<file path="src/rtl/serial_adder_if.sv">
`default_nettype none
// ============================================================================
//  Module   : serial_adder_if
//  Purpose  : Operand/result handshake bundle for the bit-serial adder.
//             The slave modport is the adder side, the master modport is the
//             producer/consumer side.
//  Revision : 1.0 - initial release
// ============================================================================
interface serial_adder_if #(
  parameter int WIDTH = 16
) ();
  logic             in_valid;
  logic             in_ready;
  logic [WIDTH-1:0] a;
  logic [WIDTH-1:0] b;
  logic             cin;
  logic             out_valid;
  logic             out_ready;
  logic [WIDTH-1:0] sum;
  logic             cout;
  logic             ovf;

  modport slave (
    input  in_valid, a, b, cin, out_ready,
    output in_ready, out_valid, sum, cout, ovf
  );

  modport master (
    output in_valid, a, b, cin, out_ready,
    input  in_ready, out_valid, sum, cout, ovf
  );
endinterface
`default_nettype wire

</file>
<file path="src/rtl/serial_adder.sv">
`default_nettype none
// ============================================================================
//  Module   : serial_adder
//  Purpose  : Bit-serial WIDTH-bit adder, one bit per clock LSB first. The
//             one-bit full adder is two half-adder cells plus an OR; a carry
//             flip-flop closes the loop. Results leave via valid/ready.
//  Revision : 1.0 - initial release
// ============================================================================

// Half-adder cell used as the building block of the serial full adder.
module half_adder (
  input  wire logic a_i,
  input  wire logic b_i,
  output      logic s_o,
  output      logic c_o
);
  assign s_o = a_i ^ b_i;
  assign c_o = a_i & b_i;
endmodule

module serial_adder #(
  parameter int WIDTH = 16
) (
  input  wire logic         clk,
  input  wire logic         rst_n,
  serial_adder_if.slave     bus
);

  localparam int                 CNT_W = (WIDTH > 1) ? $clog2(WIDTH) : 1;
  localparam logic [CNT_W-1:0]   LAST  = CNT_W'(WIDTH - 1);

  typedef enum logic [1:0] {
    IDLE = 2'd0,
    RUN  = 2'd1,
    DONE = 2'd2
  } state_t;

  state_t             state_q, state_d;
  logic [WIDTH-1:0]   a_q, b_q, sum_q;
  logic               carry_q;
  logic [CNT_W-1:0]   cnt_q;
  logic               cout_q, ovf_q;

  logic               w_ha0_s, w_ha0_c, w_fa_s, w_ha1_c, w_fa_c;
  logic               w_last;

  // Full adder: first half adder combines the operand bits, the second folds
  // in the running carry; either stage generating a carry produces carry-out.
  half_adder u_ha0 (.a_i(a_q[0]),  .b_i(b_q[0]),  .s_o(w_ha0_s), .c_o(w_ha0_c));
  half_adder u_ha1 (.a_i(w_ha0_s), .b_i(carry_q), .s_o(w_fa_s),  .c_o(w_ha1_c));
  assign w_fa_c = w_ha0_c | w_ha1_c;

  assign w_last = (cnt_q == LAST);

  // State register; the asynchronous reset aborts any transaction in flight.
  always_ff @(posedge clk or negedge rst_n) begin
    if (!rst_n) state_q <= IDLE;
    else        state_q <= state_d;
  end

  // Next-state decode.
  always_comb begin
    state_d = state_q;
    case (state_q)
      IDLE:    if (bus.in_valid)  state_d = RUN;
      RUN:     if (w_last)        state_d = DONE;
      DONE:    if (bus.out_ready) state_d = IDLE;
      default:                    state_d = IDLE;
    endcase
  end

  // Datapath: load on accept, then shift one bit through the full adder per
  // clock; sum bits enter at the MSB so the word is aligned after WIDTH shifts.
  always_ff @(posedge clk or negedge rst_n) begin
    if (!rst_n) begin
      a_q     <= '0;
      b_q     <= '0;
      sum_q   <= '0;
      carry_q <= 1'b0;
      cnt_q   <= '0;
      cout_q  <= 1'b0;
      ovf_q   <= 1'b0;
    end else begin
      case (state_q)
        IDLE: begin
          if (bus.in_valid) begin
            a_q     <= bus.a;
            b_q     <= bus.b;
            sum_q   <= '0;
            carry_q <= bus.cin;
            cnt_q   <= '0;
          end
        end
        RUN: begin
          sum_q   <= {w_fa_s, sum_q[WIDTH-1:1]};
          a_q     <= {1'b0, a_q[WIDTH-1:1]};
          b_q     <= {1'b0, b_q[WIDTH-1:1]};
          carry_q <= w_fa_c;
          cnt_q   <= cnt_q + CNT_W'(1);
          if (w_last) begin
            // carry_q is still the carry into the MSB at this point.
            ovf_q  <= carry_q ^ w_fa_c;
            cout_q <= w_fa_c;
          end
        end
        default: ;
      endcase
    end
  end

  assign bus.in_ready  = (state_q == IDLE);
  assign bus.out_valid = (state_q == DONE);
  assign bus.sum       = sum_q;
  assign bus.cout      = cout_q;
  assign bus.ovf       = ovf_q;

endmodule
`default_nettype wire

</file>
<file path="src/flat_wrapper.sv">
// flat-port wrapper written by rule: the top's interface ports become plain ports
module serial_adder_flat 
#(
  parameter int WIDTH = 16
)
  (clk, rst_n, bus_in_valid, bus_a, bus_b, bus_cin, bus_out_ready, bus_in_ready, bus_out_valid, bus_sum, bus_cout, bus_ovf);
  serial_adder_if #(.WIDTH(WIDTH)) bus_i ();
  input  wire logic clk;
  input  wire logic rst_n;
  input wire logic [$bits(bus_i.in_valid)-1:0] bus_in_valid;
  input wire logic [$bits(bus_i.a)-1:0] bus_a;
  input wire logic [$bits(bus_i.b)-1:0] bus_b;
  input wire logic [$bits(bus_i.cin)-1:0] bus_cin;
  input wire logic [$bits(bus_i.out_ready)-1:0] bus_out_ready;
  output wire logic [$bits(bus_i.in_ready)-1:0] bus_in_ready;
  output wire logic [$bits(bus_i.out_valid)-1:0] bus_out_valid;
  output wire logic [$bits(bus_i.sum)-1:0] bus_sum;
  output wire logic [$bits(bus_i.cout)-1:0] bus_cout;
  output wire logic [$bits(bus_i.ovf)-1:0] bus_ovf;
  assign bus_i.in_valid = bus_in_valid;
  assign bus_i.a = bus_a;
  assign bus_i.b = bus_b;
  assign bus_i.cin = bus_cin;
  assign bus_i.out_ready = bus_out_ready;
  assign bus_in_ready = bus_i.in_ready;
  assign bus_out_valid = bus_i.out_valid;
  assign bus_sum = bus_i.sum;
  assign bus_cout = bus_i.cout;
  assign bus_ovf = bus_i.ovf;
  serial_adder #(.WIDTH(WIDTH)) u_core (.clk(clk), .rst_n(rst_n), .bus(bus_i));
endmodule
</file>
<file path="config.mk">
export PLATFORM = sky130hd
export DESIGN_NAME = serial_adder_flat
export DESIGN_NICKNAME = d
export VERILOG_FILES = /design/src/rtl/serial_adder_if.sv /design/src/rtl/serial_adder.sv /design/src/flat_wrapper.sv
export SDC_FILE = /design/constraint.sdc
export NUM_CORES = 1
export LEC_CHECK = 0
export ABC_CLOCK_PERIOD_IN_PS = 1460
export BUFFER_PORTS_ARGS = -buffer_cell sky130_fd_sc_hd__clkbuf_2
export CAP_MARGIN = 10
export CORE_UTILIZATION = 50
export CTS_BUF_LIST = sky130_fd_sc_hd__clkbuf_4
export DETAILED_ROUTE_END_ITERATION = 7
export HOLD_SLACK_MARGIN = 0.15
export PLACE_DENSITY = 0.86
export SLEW_MARGIN = 30
export SYNTH_ARGS = -nofsm -noshare
export SYNTH_HDL_FRONTEND = slang
export SYNTH_SLANG_ARGS = --single-unit
</file>
<file path="constraint.sdc">
create_clock -name clk -period 1.46 [get_ports clk]
set_input_delay 0.146 -clock clk [delete_from_list [all_inputs] [get_ports clk]]
set_output_delay 0.146 -clock clk [all_outputs]
set_load 0.05 [all_outputs]
</file>
==> results of run 1 <==
==> metrics by stage <==
stage	std cells	hold WS [ns]	worst slack (ns)
2_1_floorplan	248	-0.150	0.0945
3_3_place_gp	363	0.170	0.0703
3_5_place_dp	363	0.172	0.0161
4_1_cts	418	0.248	-0.00890
5_1_grt	420	0.271	-0.0761
6_report	420	0.264	-0.0241
==> cell type report <==
class	count	area, um^2
Clock buffer	9	67.6
Clock inverter	7	133
Fill cell	324	1200
Inverter	5	18.8
Multi-Input combinational cell	164	1060
Sequential cell	57	1430
Tap cell	67	83.8
Timing Repair Buffer	111	890
==> worst reg2reg max path, stage by stage (launching register included) <==
cell	delay, ns
dfrtp_1	0.36
inv_1	0.09
fa_2	0.43
xnor2_1	0.17
mux2_1	0.33
==> cells by family after synthesis <==
logic type,Yosys count
and+or+nand+nor,45
buffers and inverters,27
AOI/OAI and AO/OA,114
adders and majority gates,2
xor gates and xnor gates,1
DFF,57
muxes,2
==> timing repair <==
action,in CTS,in global routing
pin swaps,0,1
buffers inserted,3,2
hold buffers,35,0
cloned,1,0
endpoints found under the hold margin,91,0
gates resized for setup,9,6
setup endpoints to repair,2,6
==> how the worst max path moves through the flow <==
stage,startpoint,to,slack (ns),cells after the start
2_1_floorplan,u_core.state_q[0]$_DFFE_PN0P_,bus_in_ready,0.09,3
3_3_place_gp,u_core.a_q[0]$_DFFE_PN0P_,u_core.bus.ovf$_DFFE_PN0P_,0.07,4
3_5_place_dp,u_core.carry_q$_DFFE_PN0P_,u_core.bus.ovf$_DFFE_PN0P_,0.02,4
4_1_cts,u_core.state_q[0]$_DFFE_PN0P_,bus_out_valid,-0.009,4
5_1_grt,u_core.state_q[1]$_DFFE_PN0P_,u_core.a_q[0]$_DFFE_PN0P_,-0.08,5
6_report,u_core.a_q[0]$_DFFE_PN0P_,u_core.bus.ovf$_DFFE_PN0P_,-0.02,4
==> cells in the final DEF (no fill, tap or decap), types with 2 or more instances in the layout <==
master and instances:
dfrtp_1 57, clkbuf_2 54, o21ai_1 38, dlygate4sd3_1 35
a22oi_1 31, nor2b_1 24, a21oi_1 22, a22o_1 16
nand2_1 13, buf_4 13, clkbuf_4 9, inv_1 4
a2bb2oi_1 4, bufinv_16 4, buf_12 4, buf_6 3
clkinv_1 2
==> state kept, by name, summed over array words and instances, names as in the netlist <==
register and flops:
u_core.cnt_q 4, u_core.state_q 2, u_core.bus.ovf 1, u_core.carry_q 1, u_core.bus.cout 1, u_core.b_q 16
u_core.a_q 16, u_core.bus.sum 16
==> layer usage <==
metal  vias up  share of wire [%]  track usage [%]
li1       1104                  -                -
met1      1144                 39             35.8
met2       121                 50             43.1
met3        27                6.4             6.37
met4         0                3.8             16.9
met5         -                  0                0
==> power by group through the flow <==
stage                     sequential, mW  combinational, mW  clock (mW)
final                               2.65               3.51        1.61
after CTS                           2.62               3.36        1.62
after global routing                2.71               3.78        1.68
after detailed placement            2.64               3.06           0
after floorplan                     3.23               1.63           0
after global placement              2.60               2.96           0
==> impl_metrics.sql, run 1 <==
INSERT INTO impl_metrics (metric_group, metric, value, unit) VALUES
('power_and_ir_drop', 'power_frac_comb', '45.2', '%'),
('sta', 'fin_setup_tns', '-0.0342', 'ns'),
('global_routing', 'grtUsageTotal', '27.9', '%'),
('run_status', 'violated_checks', 'negative setup slack', ''),
('power_and_ir_drop', 'p_sw_share', '40.3', '%'),
('floorplan', 'floorplan.initialDensity', '53.3', '%'),
('synth', 'synth_nets', '287', ''),
('cts', 'numClockSinks', '57', ''),
('setup_path', 'max_stage_delay', '0.43', 'ns'),
('setup_path', 'cpLargestDelayFamily', 'adder cells', ''),
('synth', 'syn_area_per_cell', '10.5', 'um^2'),
('route', 'drc', '0', ''),
('global_routing', 'pin_count_of_the_biggest_net_entering_global_routing', '58', ''),
('sta', 'hold_fails_final_rpt', '0', ''),
('worst_hold_path', 'hold_start', 'bus_in_valid', ''),
('route', 'dr_total_vias', '2396', ''),
('final_layout', 'final_layout_size_suffix_gt1_share', '27.2', '%'),
('floorplan', 'chipWidth', '74.1', 'um'),
('power_and_ir_drop', 'power.static_leakage', '1.71', 'nW'),
('route', 'drt-initial-drc-count', '247', ''),
('worst_hold_path', 'hold_end', 'u_core.a_q[10]$_DFFE_PN0P_', ''),
('final_layout', 'diodes', '0', ''),
('sta', 'fin_worst_skew', '0.0181', 'ns'),
('global_routing', 'grt_pass1_vias', '2347', ''),
('power_and_ir_drop', 'ir_drop', '1.07', 'mV'),
('final_layout', 'area_growth', '41.3', '%'),
('global_routing', 'remaining_overflow_grt', '0', ''),
('setup_path', 'cell_depth_of_the_worst_flop_to_flop_path', '4', ''),
('floorplan', 'dieHeight', '74.1', 'um'),
('synth', 'synth_mux_area_share', '0.817', '%'),
('power_and_ir_drop', 'p_total', '7.76', 'mW'),
('setup_path', 'worstPathRequired', '1.73', 'ns'),
('power_and_ir_drop', 'switchingPower', '3.13', 'mW'),
('sta', 'drv_slew', '0', ''),
('floorplan', 'pin_count', '57', ''),
('synth', 'main_combinational_cell_family_by_area_after_synthesis', 'compound AO/OA/AOI/OAI gates', ''),
('sta', 'slew-limit-headroom', '80.1', '%'),
('flow_run', 'max_cap_violations', '0', ''),
('setup_path', 'timing.setup.critical_path_class', 'reg2reg', ''),
('power_and_ir_drop', 'cellInternalPower', '4.63', 'mW'),
('synth', 'synth-simple-area-share', '9.52', '%'),
('sta', 'min_period_over_period', '102', '%'),
('cts', 'cts_max_path_buffers', '2', ''),
('setup_path', 'r2r_slack', '-0.02', 'ns'),
('sta', 'finalWorstPathRequiredPeriod', '1.48', 'ns'),
('synth', 'synth-async-reset-ratio', '100', '%'),
('global_routing', 'antenna_found_initial', '0', ''),
('synth', 'ys.flop_type', 'dfrtp_1', ''),
('cts', 'clock_root_cell', 'clkbuf_4', ''),
('synth', 'yosysMostFrequentCell', 'dfrtp_1', ''),
('synth', 'synth_top_cell_area_share', '54.8', '%'),
('synth', 'synth_compound_gate_area_share', '28.1', '%'),
('sta', 'rsz0062_at_grt', 'yes', ''),
('place', 'hpwlAfterDp', '3810', 'um'),
('synth', 'mappedNetlistArea', '2600', 'um^2'),
('run_status', 'status', 'complete, but fails checks', ''),
('sta', 'post-route-worst-setup-slack', '-0.0241', 'ns'),
('setup_path', 'timing.rr.start', 'u_core.a_q[0]$_DFFE_PN0P_', ''),
('sta', 'max_clock_freq', '674', 'MHz'),
('synth', 'synth_seq_cells', '57', ''),
('route', 'routed_wl', '7210', 'um'),
('floorplan', 'design.die.area', '5500', 'um^2'),
('synth', 'count_of_mapped_cells_out_of_synthesis', '248', ''),
('route', 'drt_first_pass_iters', '5', ''),
('floorplan', 'core_region_area', '4880', 'um^2'),
('power_and_ir_drop', 'p_per_area', '2110', 'nW/um^2'),
('setup_path', 'kind_of_end_point_of_the_critical_path', 'flip-flop', ''),
('global_routing', 'global_route_wire_length_before_repair', '11200', 'um'),
('route', 'route.detailed.vias_per_inst', '5.70', ''),
('sta', 'setup-violations-final', '2', ''),
('worst_hold_path', 'hold_depth', '4', '');
No activity file was read; power rests on OpenSTA's default activity.
==> inputs of run 2 (changes only) <==
ABC_CLOCK_PERIOD_IN_PS = 1270   (was 1460)
clock period = 1.27 ns   (was 1.46 ns; I/O delays follow)
==> run 2 against run 1 <==
  * The flow still finishes with violations (negative setup slack)
  * Combinational power increased by 21%
  * Largest cell class unchanged
  * Clock power decreased by 9.9%
  * Final cell count increased by 2.9%
  * Highest routed layer unchanged
==> impl_metrics.sql, run 2 (same netlist as run 1, synthesis figures left out) <==
INSERT INTO impl_metrics (metric_group, metric, value, unit) VALUES
('sta', 'slew-limit-headroom', '76.4', '%'),
('place', 'hpwlAfterDp', '3800', 'um'),
('cts', 'clock_insertion_delay_worst_skew', '0.39', 'ns'),
('final_layout', 'most-common-layout-cells', '56 x dfrtp_1, 53 x clkbuf_2, 38 x o21ai_1', ''),
('sta', 'setup-violations-final', '57', ''),
('power_and_ir_drop', 'power.sequential.fraction', '35.0', '%'),
('sta', 'fin_hold_ws', '0.268', 'ns'),
('setup_path', 'timing.critical_path.from', 'u_core.a_q[0]$_DFFE_PN0P_', ''),
('power_and_ir_drop', 'power_frac_comb', '48.5', '%'),
('sta', 'drv_slew', '0', ''),
('global_routing', 'pin_count_of_the_biggest_net_entering_global_routing', '58', ''),
('cts', 'cts.clk_slew.worst_paths', '0.10', 'ns'),
('route', 'drc', '0', ''),
('route', 'routed_wl', '6990', 'um'),
('power_and_ir_drop', 'ir_drop', '1.42', 'mV'),
('sta', 'finalWorstPathRequiredPeriod', '1.41', 'ns'),
('run_status', 'status', 'complete, but fails checks', ''),
('floorplan', 'core_region_area', '4880', 'um^2'),
('global_routing', 'global_route_wire_length_before_repair', '11300', 'um'),
('cts', 'numClockSinks', '57', ''),
('cts', 'cts_max_path_buffers', '2', ''),
('sta', 'transition_at_the_pin_with_the_smallest_max_transition_slack', '0.354', 'ns'),
('global_routing', 'grtUsageTotal', '28.1', '%'),
('power_and_ir_drop', 'p_sw_share', '41.6', '%'),
('power_and_ir_drop', 'clockPowerShare', '16.5', '%'),
('run_status', 'violated_checks', 'negative setup slack', ''),
('cts', 'number_of_buffers_created_by_cts', '9', ''),
('setup_path', 'critical_path.startpoint_type', 'flip-flop', ''),
('sta', 'min_period_over_period', '111', '%'),
('power_and_ir_drop', 'p_per_area', '2300', 'nW/um^2'),
('sta', 'post-route-worst-setup-slack', '-0.144', 'ns'),
('sta', 'rsz0062_at_grt', 'yes', ''),
('cts', 'cts_tree', 'built', ''),
('setup_path', 'critPathSlowestCell', 'fa_2', ''),
('floorplan', 'pin_count', '57', ''),
('global_routing', 'remaining_overflow_grt', '0', ''),
('setup_path', 'max_stage_delay', '0.42', 'ns'),
('route', 'dr_total_vias', '2399', ''),
('route', 'drt_first_pass_iters', '4', ''),
('power_and_ir_drop', 'cellInternalPower', '5.12', 'mW'),
('final_layout', 'diodes', '0', ''),
('floorplan', 'rows', '25', ''),
('setup_path', 'timing.rr.start', 'u_core.a_q[0]$_DFFE_PN0P_', ''),
('place', 'global_placement_routability_congestion', '0.832', ''),
('power_and_ir_drop', 'p_total', '8.75', 'mW'),
('final_layout', 'final_cells', '432', ''),
('floorplan', 'design.die.area', '5500', 'um^2'),
('setup_path', 'worst_ep_arrival_time', '1.70', 'ns'),
('floorplan', 'dieHeight', '74.1', 'um'),
('power_and_ir_drop', 'power.static_leakage', '1.77', 'nW'),
('final_layout', 'final_layout_size_suffix_gt1_share', '32.6', '%'),
('final_layout', 'nets', '399', ''),
('final_layout', 'sequential_cell_area', '1430', 'um^2'),
('setup_path', 'kind_of_end_point_of_the_critical_path', 'flip-flop', ''),
('final_layout', 'multi_input_comb_area', '1120', 'um^2'),
('place', 'portbufs', '56', ''),
('final_layout', 'mostFrequentLayoutCell', 'dfrtp_1', ''),
('sta', 'fin_worst_skew', '0.00962', 'ns'),
('floorplan', 'chipWidth', '74.1', 'um'),
('setup_path', 'critical_path_peak_fanout', '2', ''),
('route', 'wire_per_inst', '16.2', 'um'),
('final_layout', 'fillers', '309', ''),
('worst_hold_path', 'hold_path_class', 'in2async', ''),
('flow_run', 'max_cap_violations', '0', ''),
('global_routing', 'grt_pass1_vias', '2373', ''),
('place', 'post-place-cells', '372', ''),
('place', 'detailed_place.area', '3070', 'um^2'),
('route', 'route.detailed.vias_per_inst', '5.55', ''),
('floorplan', 'floorplan.initialDensity', '53.3', '%'),
('sta', 'fin_setup_tns', '-4.53', 'ns'),
('route', 'drt-initial-drc-count', '216', ''),
('sta', 'hold_fails_final_rpt', '0', ''),
('cts', 'htree_num_levels', '3', ''),
('setup_path', 'worstPathCellList', 'inv_1, fa_2, xnor2_1, mux2_4', ''),
('power_and_ir_drop', 'switchingPower', '3.64', 'mW'),
('setup_path', 'timing.setup.critical_path_class', 'reg2reg', ''),
('sta', 'max_clock_freq', '707', 'MHz'),
('global_routing', 'antenna_found_initial', '0', ''),
('setup_path', 'worstPathRequired', '1.55', 'ns'),
('final_layout', 'area_growth', '46.1', '%'),
('final_layout', 'stdcell_area', '3800', 'um^2'),
('route', 'antenna_violating_nets_post_route', '0', ''),
('cts', 'clock_root_cell', 'clkbuf_4', '');
run 2: metrics by stage:
stage	worst slack (ns)	utilization, %
global route	-0.210	77.9
finish	-0.144	77.9
detailed placement	-0.0796	62.8
floorplan	-0.0271	-
CTS	-0.119	77.0
global placement	-0.0311	62.8
run 2: worst paths after layout:
kind                                                 endpoint  slack [ns]  depth (start not counted)
worst min-delay path            u_core.bus.sum[3]$_DFFE_PN0P_        0.27                          3
worst min register to register      u_core.a_q[1]$_DFFE_PN0P_        0.51                          2
worst max-delay path               u_core.bus.ovf$_DFFE_PN0P_       -0.14                          4
max in group asynchronous           u_core.a_q[7]$_DFFE_PN0P_        0.75                          3
worst max register to register     u_core.bus.ovf$_DFFE_PN0P_       -0.14                          4
min in group clk                  u_core.cnt_q[2]$_DFFE_PN0P_        0.33                          4
run 2: final cells by class:
cell class | count | area share, %
flip-flops and latches | 57 | 37.5
multi-input cells | 164 | 29.5
repair buffers | 123 | 26.3
clock inverters | 7 | 2.24
well taps | 67 | 2.20
clock buffers | 9 | 1.78
inverters | 5 | 0.494
run 2: power by group through the flow:
stage | combinational (mW) | clock (mW) | sequential [mW]
finish | 4.25 | 1.45 | 3.06
detailed placement | 3.58 | 0 | 3.03
global route | 4.54 | 1.55 | 3.14
CTS | 4.09 | 1.47 | 3.02
floorplan | 1.89 | 0 | 3.72
global placement | 3.49 | 0 | 3.01
run 2: worst max-delay path: cells and delay by family (launching register included):
family / cells / cell delay, ns
mux: 1 / 0.26
fa+ha+maj: 1 / 0.42
buf+inv: 1 / 0.10
flops: 1 / 0.39
xor+xnor: 1 / 0.14
run 2: routing by layer:
layer / up-vias / track usage [%] / wire [um] / share of wire [%]
met3: 21 / 6.23 / 337 / 4.8
met2: 81 / 43.3 / 3520 / 50
met5: - / 0 / 0 / 0
li1: 1129 / - / - / -
met1: 1168 / 35.9 / 2930 / 42
met4: 0 / 18.6 / 212 / 3.0
run 2: repair_timing:
action / 4_1_cts / 5_1_grt
endpoints found under the hold margin: 91 / 0
pin swaps: 3 / 0
gates resized for setup: 27 / 11
gates cloned: 2 / 0
setup endpoints to repair: 21 / 60
buffers inserted: 6 / 1
hold buffers: 35 / 0
